`config.mk`:
```
export PLATFORM = sky130hd
export DESIGN_NAME = imem_arbiter
export DESIGN_NICKNAME = d
export VERILOG_FILES = /design/src/rtl/imem_arbiter.sv
export SDC_FILE = /design/constraint.sdc
export NUM_CORES = 1
export LEC_CHECK = 0
export BUFFER_PORTS_ARGS = -buffer_cell sky130_fd_sc_hd__clkbuf_2
export CAP_MARGIN = 20
export CORE_AREA = 2 2 114 116
export DETAILED_ROUTE_END_ITERATION = 6
export DIE_AREA = 0 0 116 118
export SYNTH_ARGS = -nofsm -noshare
export SYNTH_HDL_FRONTEND = slang
export SYNTH_SLANG_ARGS = --single-unit
export TNS_END_PERCENT = 20
```
`constraint.sdc`:
```
create_clock -name clock_i -period 1.9 [get_ports clock_i]
set_input_delay 0.38 -clock clock_i [delete_from_list [all_inputs] [get_ports clock_i]]
set_output_delay 0.38 -clock clock_i [all_outputs]
set_load 0.1 [all_outputs]
```
`src/rtl/imem_arbiter.sv`:
```
// Arbitrates the single-port instruction memory between the core fetch port
// and the program loader, holding the core in boot until the image is loaded.
module imem_arbiter #(
  parameter int ADDR_W       = 10,
  parameter int DATA_W       = 64,
  parameter int STARVE_LIMIT = 8
) (
  input  logic              clock_i,
  input  logic              reset_i,
  input  logic              fetch_req_i,
  input  logic [ADDR_W-1:0] fetch_addr_i,
  output logic [DATA_W-1:0] fetch_data_o,
  output logic              fetch_valid_o,
  output logic              fetch_stall_o,
  output logic              core_hold_o,
  input  logic              load_req_i,
  input  logic [ADDR_W-1:0] load_addr_i,
  input  logic [DATA_W-1:0] load_data_i,
  output logic              load_ack_o,
  input  logic              load_done_i,
  output logic [ADDR_W-1:0] mem_addr_o,
  output logic              mem_we_o,
  output logic [DATA_W-1:0] mem_wdata_o,
  input  logic [DATA_W-1:0] mem_rdata_i,
  output logic              mem_stall_o
);

  localparam int CNT_W = $clog2(STARVE_LIMIT + 1);
  // A write that has already waited STARVE_LIMIT-1 cycles reaches the limit
  // at this edge, so the steal happens after exactly STARVE_LIMIT waits.
  localparam logic [CNT_W-1:0] STEAL_AT = CNT_W'(STARVE_LIMIT - 1);

  typedef enum logic [1:0] {
    BOOT,
    RUN,
    STEAL
  } state_t;

  state_t           state, state_next;
  logic [CNT_W-1:0] starve_cnt, starve_next;
  logic             fetch_grant;
  logic             fetch_valid_q;

  always_comb begin
    state_next    = state;
    starve_next   = starve_cnt;
    fetch_grant   = 1'b0;
    core_hold_o   = 1'b0;
    fetch_stall_o = 1'b1;
    load_ack_o    = 1'b0;
    mem_we_o      = 1'b0;
    mem_addr_o    = '0;
    mem_wdata_o   = '0;
    mem_stall_o   = 1'b0;

    case (state)
      BOOT: begin
        core_hold_o = 1'b1;
        starve_next = '0;
        if (load_req_i) begin
          mem_we_o    = 1'b1;
          mem_addr_o  = load_addr_i;
          mem_wdata_o = load_data_i;
          load_ack_o  = 1'b1;
        end else if (load_done_i) begin
          state_next = RUN;
        end
      end

      RUN: begin
        fetch_stall_o = 1'b0;
        if (fetch_req_i) begin
          fetch_grant = 1'b1;
          mem_addr_o  = fetch_addr_i;
          if (load_req_i) begin
            starve_next = starve_cnt + 1'b1;
            if (starve_cnt == STEAL_AT) begin
              state_next = STEAL;
            end
          end else begin
            starve_next = '0;
          end
        end else begin
          starve_next = '0;
          if (load_req_i) begin
            mem_we_o    = 1'b1;
            mem_addr_o  = load_addr_i;
            mem_wdata_o = load_data_i;
            load_ack_o  = 1'b1;
          end
        end
      end

      STEAL: begin
        // Freeze the memory output so the core's last read data survives.
        mem_stall_o = 1'b1;
        starve_next = '0;
        state_next  = RUN;
        if (load_req_i) begin
          mem_we_o    = 1'b1;
          mem_addr_o  = load_addr_i;
          mem_wdata_o = load_data_i;
          load_ack_o  = 1'b1;
        end
      end

      default: begin
        core_hold_o = 1'b1;
        state_next  = BOOT;
      end
    endcase

    // Reset is asynchronous, so kill any grant combinationally while it is high.
    if (reset_i) begin
      fetch_grant = 1'b0;
      load_ack_o  = 1'b0;
      mem_we_o    = 1'b0;
      mem_addr_o  = '0;
      mem_wdata_o = '0;
      mem_stall_o = 1'b0;
    end
  end

  always_ff @(posedge clock_i or posedge reset_i) begin
    if (reset_i) begin
      state         <= BOOT;
      starve_cnt    <= '0;
      fetch_valid_q <= 1'b0;
    end else begin
      state         <= state_next;
      starve_cnt    <= starve_next;
      fetch_valid_q <= fetch_grant;
    end
  end

  assign fetch_valid_o = fetch_valid_q;
  assign fetch_data_o  = mem_rdata_i;

endmodule
```
After elaboration in Yosys (flattened, before gate mapping)
Index checks and enable logic that the tools add are counted.

storage, ports and cells
  register bits after elaboration = 7
  word-level logic and storage cells = 45

operators by class
  add/subtract/negate cells = 1
  equality and inequality tests = 8
  multiplexer cells = 28
  reduce and logical (&&, ||, !) cells = 5

operator list
  cell                 count
  $mux 64              3
  $pmux 64 s2          1
  $mux 10              3
  $pmux 10 s2          1
  $mux 1               10
  $mux 2               5
  $ne 2x2->1 const B   5
  $mux 4               2
  $pmux 4 s2           1
  $pmux 2 s3           1
  $reduce_and 5->1     1
  $add 4x1->4 const B  1
  $eq 4x3->1 const B   1
  $reduce_or 2->1      2
  $eq 2x1->1 const B   1
  $eq 2x2->1 const B   1
  $logic_not 2->1      1
  $pmux 1 s2           1
  $reduce_bool 2->1    1

Longest topological paths before layout
Gate-level depths: netlist of run 1.

  word-level depth = 5
  gate-level depth with buffers = 7
  depth with buffers taken out = 5

Worst setup path before layout of run 1
OpenSTA, ideal clock, no wires.

  kind = reg2out
  start point = register state[0]
  end point = output mem_wdata_o[54]
  arrival = 2.542 ns
  data required time = 1.520 ns
  path slack = -1.022 ns
  cell stages (with the launch flop) = 6
  path buffers = 2
  cells stage by stage = dfrtp_1 ha_1 clkbuf_1 a2111oi_4 buf_2 and2_1

on the way
  longest elaborated chain between the ends = 4
  elaborated cells on any way between the ends = 6
  classes of those cells = eq/ne: 2; mux: 2; reduce/logical: 2

ends and longest elaborated chain
  item                                                  line  source
  from (decl)                                           39    state_t state, state_next;
  from (signal assigned)                                130   state <= state_next;
  $eq 2x2->1 / $logic_not 2->1 (equally long branches)  56    case (state)
  $reduce_or 2->1 (no source line)                      n/a
  $pmux 64 s2 *                                         56
  $mux 64 *                                             114   if (reset_i) begin
  to (decl)                                             23    output logic [DATA_W-1:0] mem_wdata_o,

Every way passes the cells marked *; elsewhere a longest branch is shown, timed or not.

Worst setup path after layout of run 1
  start point = register state[1]
  end point = output mem_wdata_o[35]

Same word-level chain as after synthesis.

==> results of run 1 <==
-- what timing repair did --
action | 4_1_cts | 5_1_grt
cloned | 0 | 6
hold buffers | 0 | 0
buffers inserted | 0 | 4
gates resized for setup | 4 | 52
pin swaps | 0 | 30
endpoints found under the setup margin | 77 | 77
-- flip-flops by register name, indices dropped and copies added, names as in the netlist --
register	count
starve_cnt	4
state	2
fetch_valid_o	1
-- power by group through the flow --
stage               combinational (mW)  clock, mW  sequential [mW]
finish                            4.57      0.362            0.238
global route                      4.74      0.384            0.242
CTS                               4.21      0.373            0.230
detailed placement                4.19          0            0.229
global placement                  4.16          0            0.228
floorplan                         3.32          0            0.246
-- worst reg2reg max path, delay by kind of cell (launching register included) --
| kind | cells | cell delay [ns] |
|---|---|---|
| and+or+nand+nor | 2 | 0.78 |
| DFF | 1 | 0.42 |
| buffers and inverters | 3 | 0.32 |
| AOI/OAI and AO/OA | 1 | 0.11 |
| adders and majority gates | 1 | 0.17 |
-- logic make-up (layout without fill, tap and decap cells) --
family,Yosys count,in the layout
adders and majority gates,6,6
muxes,3,3
and+or+nand+nor,79,79
buffers and inverters,81,198
DFF,7,7
AOI/OAI and AO/OA,17,17
-- cell usage after synthesis --
cell type,number,share of area [%]
nand2b_1,2,0.81
buf_2,2,0.65
a222oi_1,1,0.65
ha_1,6,4.9
nor4bb_1,1,0.65
a21o_1,2,0.98
a2111oi_4,1,1.8
mux2_2,1,0.73
dfrtp_1,7,11
o21bai_1,1,0.49
nand2b_4,1,0.89
clkbuf_1,2,0.49
nor3_1,1,0.33
nand4b_1,1,0.57
nor2_1,2,0.49
or4bb_1,1,0.73
and2_1,64,26
a22o_1,10,5.7
and3_1,1,0.41
inv_1,6,1.5
nor4b_1,1,0.57
buf_4,65,32
nand2_1,2,0.49
o21ai_0,2,0.65
mux2i_1,2,1.3
buf_6,6,4.4
nand3_1,1,0.33
nor2b_1,1,0.41
-- layer usage --
layer | part of all wire (%) | track usage (%)
met1 | 38 | 8.780
met3 | 12 | 3.708
met2 | 48 | 13.71
met4 | 0.89 | 2.009
met5 | 0 | 0
-- final cells by class --
| cell class | instances | area (um^2) |
|---|---|---|
| Tap cell | 172 | 215.2 |
| Fill cell | 1271 | 8621 |
| Clock buffer | 4 | 78.83 |
| Sequential cell | 7 | 177.7 |
| Inverter | 6 | 27.53 |
| Timing Repair Buffer | 188 | 2257 |
| Multi-Input combinational cell | 105 | 1037 |
-- worst paths after layout --
check                              start         endpoint  cells past startpoint
setup / recovery                state[1]  mem_wdata_o[35]                      8
hold / removal                   reset_i    fetch_valid_o                      3
setup reg to reg                state[1]    starve_cnt[2]                      7
hold reg to reg            starve_cnt[3]    starve_cnt[3]                      2
max in group asynchronous        reset_i         state[0]                      3
min in group clock_i       starve_cnt[3]    starve_cnt[3]                      2
==> flow_summary.toml, run 1 <==
[synth]
yosys.area_share.simple_pct = 32.71
synthesis.nets = 352
synth.ff_latch_count = 7
synth_cell_type_count = 28
syn_avg_cell_area_um2 = 7.967
synth_top_family_by_area = "buffers and inverters"
yosysSeqAreaShare_pct = 11.39
netlist_instances = 193
synthMuxAreaShare_pct = 2.034
syn-cell-area_mm2 = 0.001538
synth-xor-area-share_pct = 0
yosysWarnings = 0
synth-compound-area-share_pct = 10.25
synthAdderAreaFrac_pct = 4.882

[setup_path]
slowest_stage = "dfrtp_2"
crit_required_ns = 1.52
reg2reg_slack_ns = 0.04
path_cells = "inv_4 -> ha_4 -> nor2_4 -> a2111oi_4 -> buf_6 -> clkbuf_16 -> and2_2 -> buf_12"
crit_family = "buffers and inverters"
criticalPathCategory = "reg2out"
arrival_ns = 2.09
critPathMaxStageDelay_ns = 0.45
crit_buf_inv = 4
cp_max_fo = 16
cp-end-kind = "primary output"
critPathLaunchType = "register"

[timing]
rsz0062_at_grt = "true"
hold_ws_ns = 0.2620
finalSetupViolCount = 76
maxSlewViolCount = 0
setup_ws_ns = -0.5694
relSlewSlack_pct = 64.33
fin_worst_skew_ns = 0.003183
max_freq_mhz = 405.0
finalSetupTns_ns = -40.76
finalHoldViolations = 0
fin_crit_sh_pct = 130.0
final.min_clock_period_ns = 2.469
worst_pin_slew_ns = 0.5373

[drt]
ant_nets = 0
drt_wl_total_um = 7175
first_pass_iters = 4
route.detailed.drc = 0
dr_total_vias = 1722
post_drt_via_cell_ratio = 3.573
drt_iter0_drc = 43
routedWlPerCell_um = 14.89

[power_and_ir_drop]
intPower_mw = 2.229
switchingPower_mw = 2.947
power_density_mw_per_mm2 = 1364
p_comb_share_pct = 88.4
seqPwrFrac_pct = 4.6
p_clk_share_pct = 7.0
p_leak_nw = 1.797
switching_share_pct = 56.93
ir_worst_vdd_v = 0.0009470
total_power_mw = 5.175

[finish]
drive_above_1_share_pct = 90.32
mostFrequentLayoutCell = "clkbuf_2"
syn_to_final_growth_pct = 146.7
fin_util_pct = 30.56
instances_no_fill = 482
layout.nets = 470
antenna_cells = 0
layout_common_cells = "89 x clkbuf_2, 80 x buf_12, 37 x and2_4"
final_area_mm2 = 0.003794

[min_path]
hp-class = "in2async"

[outcome]
outcome = "finished, violations left"
violations = "setup timing"

[placed_design]
dpl_cell_area_mm2 = 0.003407
post-place-cells = 468
numPortBuffers = 168
gp_congestion = 0.7969
hpwl_um = 5521
post-place-ws_ns = -0.3911

[grt]
grt_max_degree = 68
grt_pass1_vias = 1586
grt_pass1_wl_um = 8480
antenna_found_initial = 0
grt_usage_pct = 7.967
overflow = 0

[clock_network]
cts-root-buf = "clkbuf_16"
cts_tree = "done"
clock_sink_count = 7
cts_max_level = 1
cts_buffer_depth = 2
clk_pin_slew_ns = 0.04
clk_latency_ns = 0.23
numCtsBuffers = 3

[die]
row_count = 41
io_pins = 297
start_util_pct = 12.39
coreArea_mm2 = 0.01241
die_y_um = 118
die_w_um = 116
die_area_mm2 = 0.01369

[run]
maxCapViolCount = 0
Power figures use the tool's default switching activity.
==> inputs of run 2 (changes only) <==
- CORE_AREA: 2 2 114 116 -> 2 2 116 118
- DIE_AREA: 0 0 116 118 -> 0 0 118 120
- clock period: 1.9 -> 2.4 ns (I/O delays scaled with it)
==> run 2 against run 1 <==
  * The flow still finishes with violations (setup timing)
  * First-iteration DRC count unchanged
  * Sequential share of layout area shrank 0.074 points
  * Final area increased by 0.16%
  * Final cell count rose by 1.5%
  * Non-clock buffer count is 3 higher
  * Total power down 21%
  * Critical path type unchanged
  * Critical endpoint is now mem_addr_o[7]
  * Highest routed layer unchanged
==> flow_summary.toml, run 2 (same netlist as run 1, synthesis figures left out) <==
[outcome]
outcome = "finished, violations left"
violations = "setup timing"

[die]
row_count = 42
start_util_pct = 11.85
io_pins = 297
die_area_mm2 = 0.01416
die_y_um = 120
die_w_um = 118
coreArea_mm2 = 0.01298

[timing]
final.min_clock_period_ns = 2.565
setup_ws_ns = -0.1649
relSlewSlack_pct = 63.59
rsz0062_at_grt = "true"
finalSetupViolCount = 75
fin_worst_skew_ns = 0.001133
maxSlewViolCount = 0
hold_ws_ns = 0.2686
fin_crit_sh_pct = 106.9
max_freq_mhz = 389.9
finalHoldViolations = 0
worst_pin_slew_ns = 0.5485

[setup_path]
crit_required_ns = 1.92
reg2regPathDepth = 7
arrival_ns = 2.08
regToRegEndpoint = "starve_cnt[2]"
criticalPathCategory = "reg2out"
reg2reg_slack_ns = 0.39
cp_max_fo = 9
regToRegStartpoint = "state[1]"
critPathLaunchType = "register"
cp-end-kind = "primary output"

[finish]
fin_util_pct = 29.28
mostFrequentLayoutCell = "clkbuf_2"
largest_register_ff_count = 4
layout.nets = 473
syn_to_final_growth_pct = 147.1
antenna_cells = 0
layout_common_cells = "92 x clkbuf_2, 77 x buf_12, 36 x and2_4"
largest-register = "starve_cnt"
drive_above_1_share_pct = 88.18

[run]
maxCapViolCount = 0

[grt]
antenna_found_initial = 0
overflow = 0
grt_pass1_vias = 1833
grt_usage_pct = 9.847
grt_pass1_wl_um = 10710
grt_max_degree = 33

[clock_network]
numCtsBuffers = 3
cts_buffer_depth = 2
clk_latency_ns = 0.23
cts-root-buf = "clkbuf_16"
cts_tree = "done"
cts_max_level = 1
clk_pin_slew_ns = 0.04
clock_sink_count = 7

[power_and_ir_drop]
switching_share_pct = 57.13
intPower_mw = 1.751
total_power_mw = 4.086
p_clk_share_pct = 6.8
seqPwrFrac_pct = 4.2
p_comb_share_pct = 89.0
ir_worst_vdd_v = 0.0004922
power_density_mw_per_mm2 = 1075
switchingPower_mw = 2.334
p_leak_nw = 1.803

[drt]
dr_total_vias = 1727
drt_wl_total_um = 7506
first_pass_iters = 4
route.detailed.drc = 0
drt_iter0_drc = 43
ant_nets = 0
routedWlPerCell_um = 15.35
post_drt_via_cell_ratio = 3.532

[min_path]
hp-class = "in2async"

[placed_design]
gp_congestion = 0.8096
numPortBuffers = 168
hpwl_um = 5703
run 2: cell count changes in the layout (fill, tap and decap cells not counted), sizes merged:
| cell | before | now |
|---|---|---|
| clkbuf | 96 | 98 |
| buf | 96 | 97 |
run 2: power by group through the flow:
stage	clock, mW	sequential, mW	combinational, mW
after floorplan	0	0.188	2.60
after global placement	0	0.168	3.20
after detailed placement	0	0.170	3.21
after CTS	0.288	0.170	3.55
after global routing	0.295	0.175	3.76
final	0.279	0.171	3.64
run 2: layer usage:
metal / global-route usage [%] / routed length, um / vias to the layer above
li1: - / - / 795
met4: 2.560 / 168 / 0
met2: 17.70 / 3804 / 136
met3: 3.850 / 750 / 14
met5: 0 / 0 / -
met1: 10.82 / 2782 / 782
run 2: worst max-delay path by stage:
stage,from,end,slack [ns],cells after the start
after global routing,state[0],mem_wdata_o[6],-0.24,8
after CTS,state[0],mem_addr_o[7],-0.19,8
after floorplan,state[0],mem_addr_o[5],-0.25,5
after global placement,state[1],mem_addr_o[2],0.04,7
final,state[0],mem_addr_o[7],-0.16,8
after detailed placement,state[0],mem_addr_o[1],-0.006,7
run 2: cell type report:
class	count	area [um^2]
clock buffer	4	78.83
fill	1316	9180
inverter	6	22.52
multi-input combinational	105	1026
sequential	7	175.2
tap	176	220.2
timing repair buffer	191	2277
run 2: timing repair:
| action | CTS | global route |
|---|---|---|
| cloned | 4 | 2 |
| setup buffers | 8 | 2 |
| endpoints found under the hold margin | 0 | 0 |
| resized for setup | 42 | 10 |
| pin swaps | 27 | 9 |
| endpoints found under the setup margin | 74 | 76 |
| hold buffers | 0 | 0 |
run 2: per-stage QoR:
stage	worst slack [ns]	TNS (ns)	area, um^2	cells
after floorplan	-0.2482	-4.408	1634	193
after global placement	0.03978	0	3339	470
after detailed placement	-0.006312	-0.009028	3339	470
after CTS	-0.1906	-10.81	3692	486
after global routing	-0.2444	-15.99	3800	489
final	-0.1649	-9.906	3800	489
run 2: worst max-delay path, stage by stage (launching register included):
cell and delay (ns):
dfrtp_1 0.40, buf_6 0.12, ha_4 0.14, nand2b_4 0.06, a2111oi_4 0.37, buf_6 0.23
buf_12 0.15, a22o_1 0.19, buf_12 0.18
==> inputs of run 3 (changes only) <==
==> constraint.sdc (replaced) <==
create_clock -name clock_i -period 2.4 [get_ports clock_i]
set_input_delay 0.36 -clock clock_i [delete_from_list [all_inputs] [get_ports clock_i]]
set_output_delay 0.36 -clock clock_i [all_outputs]
set_load 0.1 [all_outputs]
==> run 3 against run 2 <==
  * The run still ends with setup timing left
  * Sequential power rose by 9%
  * Critical path type unchanged
  * Hold slack got worse by 0.12 ns
  * Via count rose by 1.8%
  * Worst setup slack improved by 0.067 ns
  * First-iteration DRC count did not move
  * Utilization rose by 0.74 points
  * Count of clock-buffer cells in the layout did not move
  * Combinational power rose by 2%
  * Routed wire length rose by 15%
==> flow_summary.toml, run 3 (same netlist as run 1, synthesis figures left out) <==
[placed_design]
post-place-ws_ns = -0.02613
gp_congestion = 0.7632
numPortBuffers = 168
hpwl_um = 6575
post-place-cells = 467

[clock_network]
cts_buffer_depth = 2
clock_sink_count = 7
clk_pin_slew_ns = 0.04
cts-root-buf = "clkbuf_16"
cts_tree = "done"
cts_max_level = 1
numCtsBuffers = 3
clk_latency_ns = 0.23

[setup_path]
crit_required_ns = 2.04
crit_family = "buffers and inverters"
critPathMaxStageDelay_ns = 0.45
path_cells = "inv_4 -> ha_4 -> nor2_2 -> a2111oi_4 -> buf_6 -> buf_6 -> clkbuf_16 -> and2_4 -> buf_12"
criticalPathCategory = "reg2out"
crit_buf_inv = 5
arrival_ns = 2.14
critPathLaunchType = "register"
path_common_cell = "buf_6"
slowest_stage = "dfrtp_2"
cp_max_fo = 15
cp-end-kind = "primary output"

[grt]
grt_usage_pct = 11.24
antenna_found_initial = 0
grt_pass1_wl_um = 11910
grt_pass1_vias = 1842
overflow = 0
met2_usage_pct = 15.92
gr-max-usage-layer = "met1"
use_met1_pct = 15.93
grt_use_met3_pct = 4.420
grt_max_degree = 31

[min_path]
hp-class = "in2async"

[power_and_ir_drop]
p_leak_nw = 1.842
total_power_mw = 4.186
power_density_mw_per_mm2 = 1074
ir_worst_vdd_v = 0.0004933

[die]
start_util_pct = 11.85
io_pins = 297
die_w_um = 118
die_area_mm2 = 0.01416
row_count = 42
die_y_um = 120
coreArea_mm2 = 0.01298

[finish]
instances_no_fill = 487
largest-register = "starve_cnt"
register_area_um2 = 176.4
layout.nets = 471
mostFrequentLayoutCell = "clkbuf_2"
syn_to_final_growth_pct = 153.4
antenna_cells = 0
drive_above_1_share_pct = 89.07
multi_input_area_mm2 = 0.001064
layout_common_cells = "92 x clkbuf_2, 81 x buf_12, 64 x and2_4"
nFillCells = 1335
largest_register_ff_count = 4

[timing]
finalHoldViolations = 0
finalSetupTns_ns = -4.853
hold_ws_ns = 0.1450
maxSlewViolCount = 0
rsz0062_at_grt = "true"
final.min_clock_period_ns = 2.498
relSlewSlack_pct = 63.25
finalSetupViolCount = 74
max_freq_mhz = 400.3
setup_ws_ns = -0.09813
fin_crit_sh_pct = 104.1
fin_worst_skew_ns = 0.001506
worst_pin_slew_ns = 0.5535

[drt]
drt_wl_total_um = 8628
route.detailed.drc = 0
routedWlPerCell_um = 17.72
ant_nets = 0
drt_iter0_drc = 43
first_pass_iters = 5
post_drt_via_cell_ratio = 3.610
dr_total_vias = 1758

[outcome]
outcome = "finished, violations left"
violations = "setup timing"

[run]
maxCapViolCount = 0
[run 3: area by class of cell]
cell class              instances  area share, %
clock buffers                   4          2.023
inverters                       6         0.6423
multi-input cells             105          27.30
flip-flops and latches          7          4.528
well taps                     176          5.652
repair buffers                189          59.86
[run 3: routing by layer]
layer / vias up / wire [um] / share of wire, %
met5: - / 0 / 0
met4: 0 / 63 / 0.73
met3: 13 / 810 / 9.4
met2: 137 / 3718 / 43
met1: 821 / 4035 / 47
li1: 787 / - / -
[run 3: final timing paths]
kind,start,endpoint,slack [ns],cells after the start
worst max-delay path,state[0],mem_wdata_o[37],-0.1,9
worst min-delay path,reset_i,state[1],0.15,2
worst max register to register,state[0],starve_cnt[2],0.50,6
worst min register to register,starve_cnt[1],starve_cnt[1],0.52,2
max in group asynchronous,reset_i,state[0],2.01,2
min in group clock_i,fetch_req_i,fetch_valid_o,0.45,2
[run 3: what timing repair did]
action,4_1_cts,5_1_grt
cloned,5,2
setup endpoints to repair,74,74
endpoints found under the hold margin,0,0
gates resized for setup,74,17
pin swaps,54,22
setup buffers,8,1
hold buffers,0,0
[run 3: stage by stage]
step / utilization (%) / cell area, um^2
floorplan: - / 1570
global placement: 25.06 / 3253
detailed placement: 25.06 / 3253
CTS: 28.87 / 3747
global route: 30.02 / 3896
finish: 30.02 / 3896
[run 3: report_power, final]
group	internal [mW]	leakage [nW]	switching, mW
registers	0.149	0.0923	0.0372
clock network	0.221	0.0382	0.0653
logic	1.45	1.71	2.27
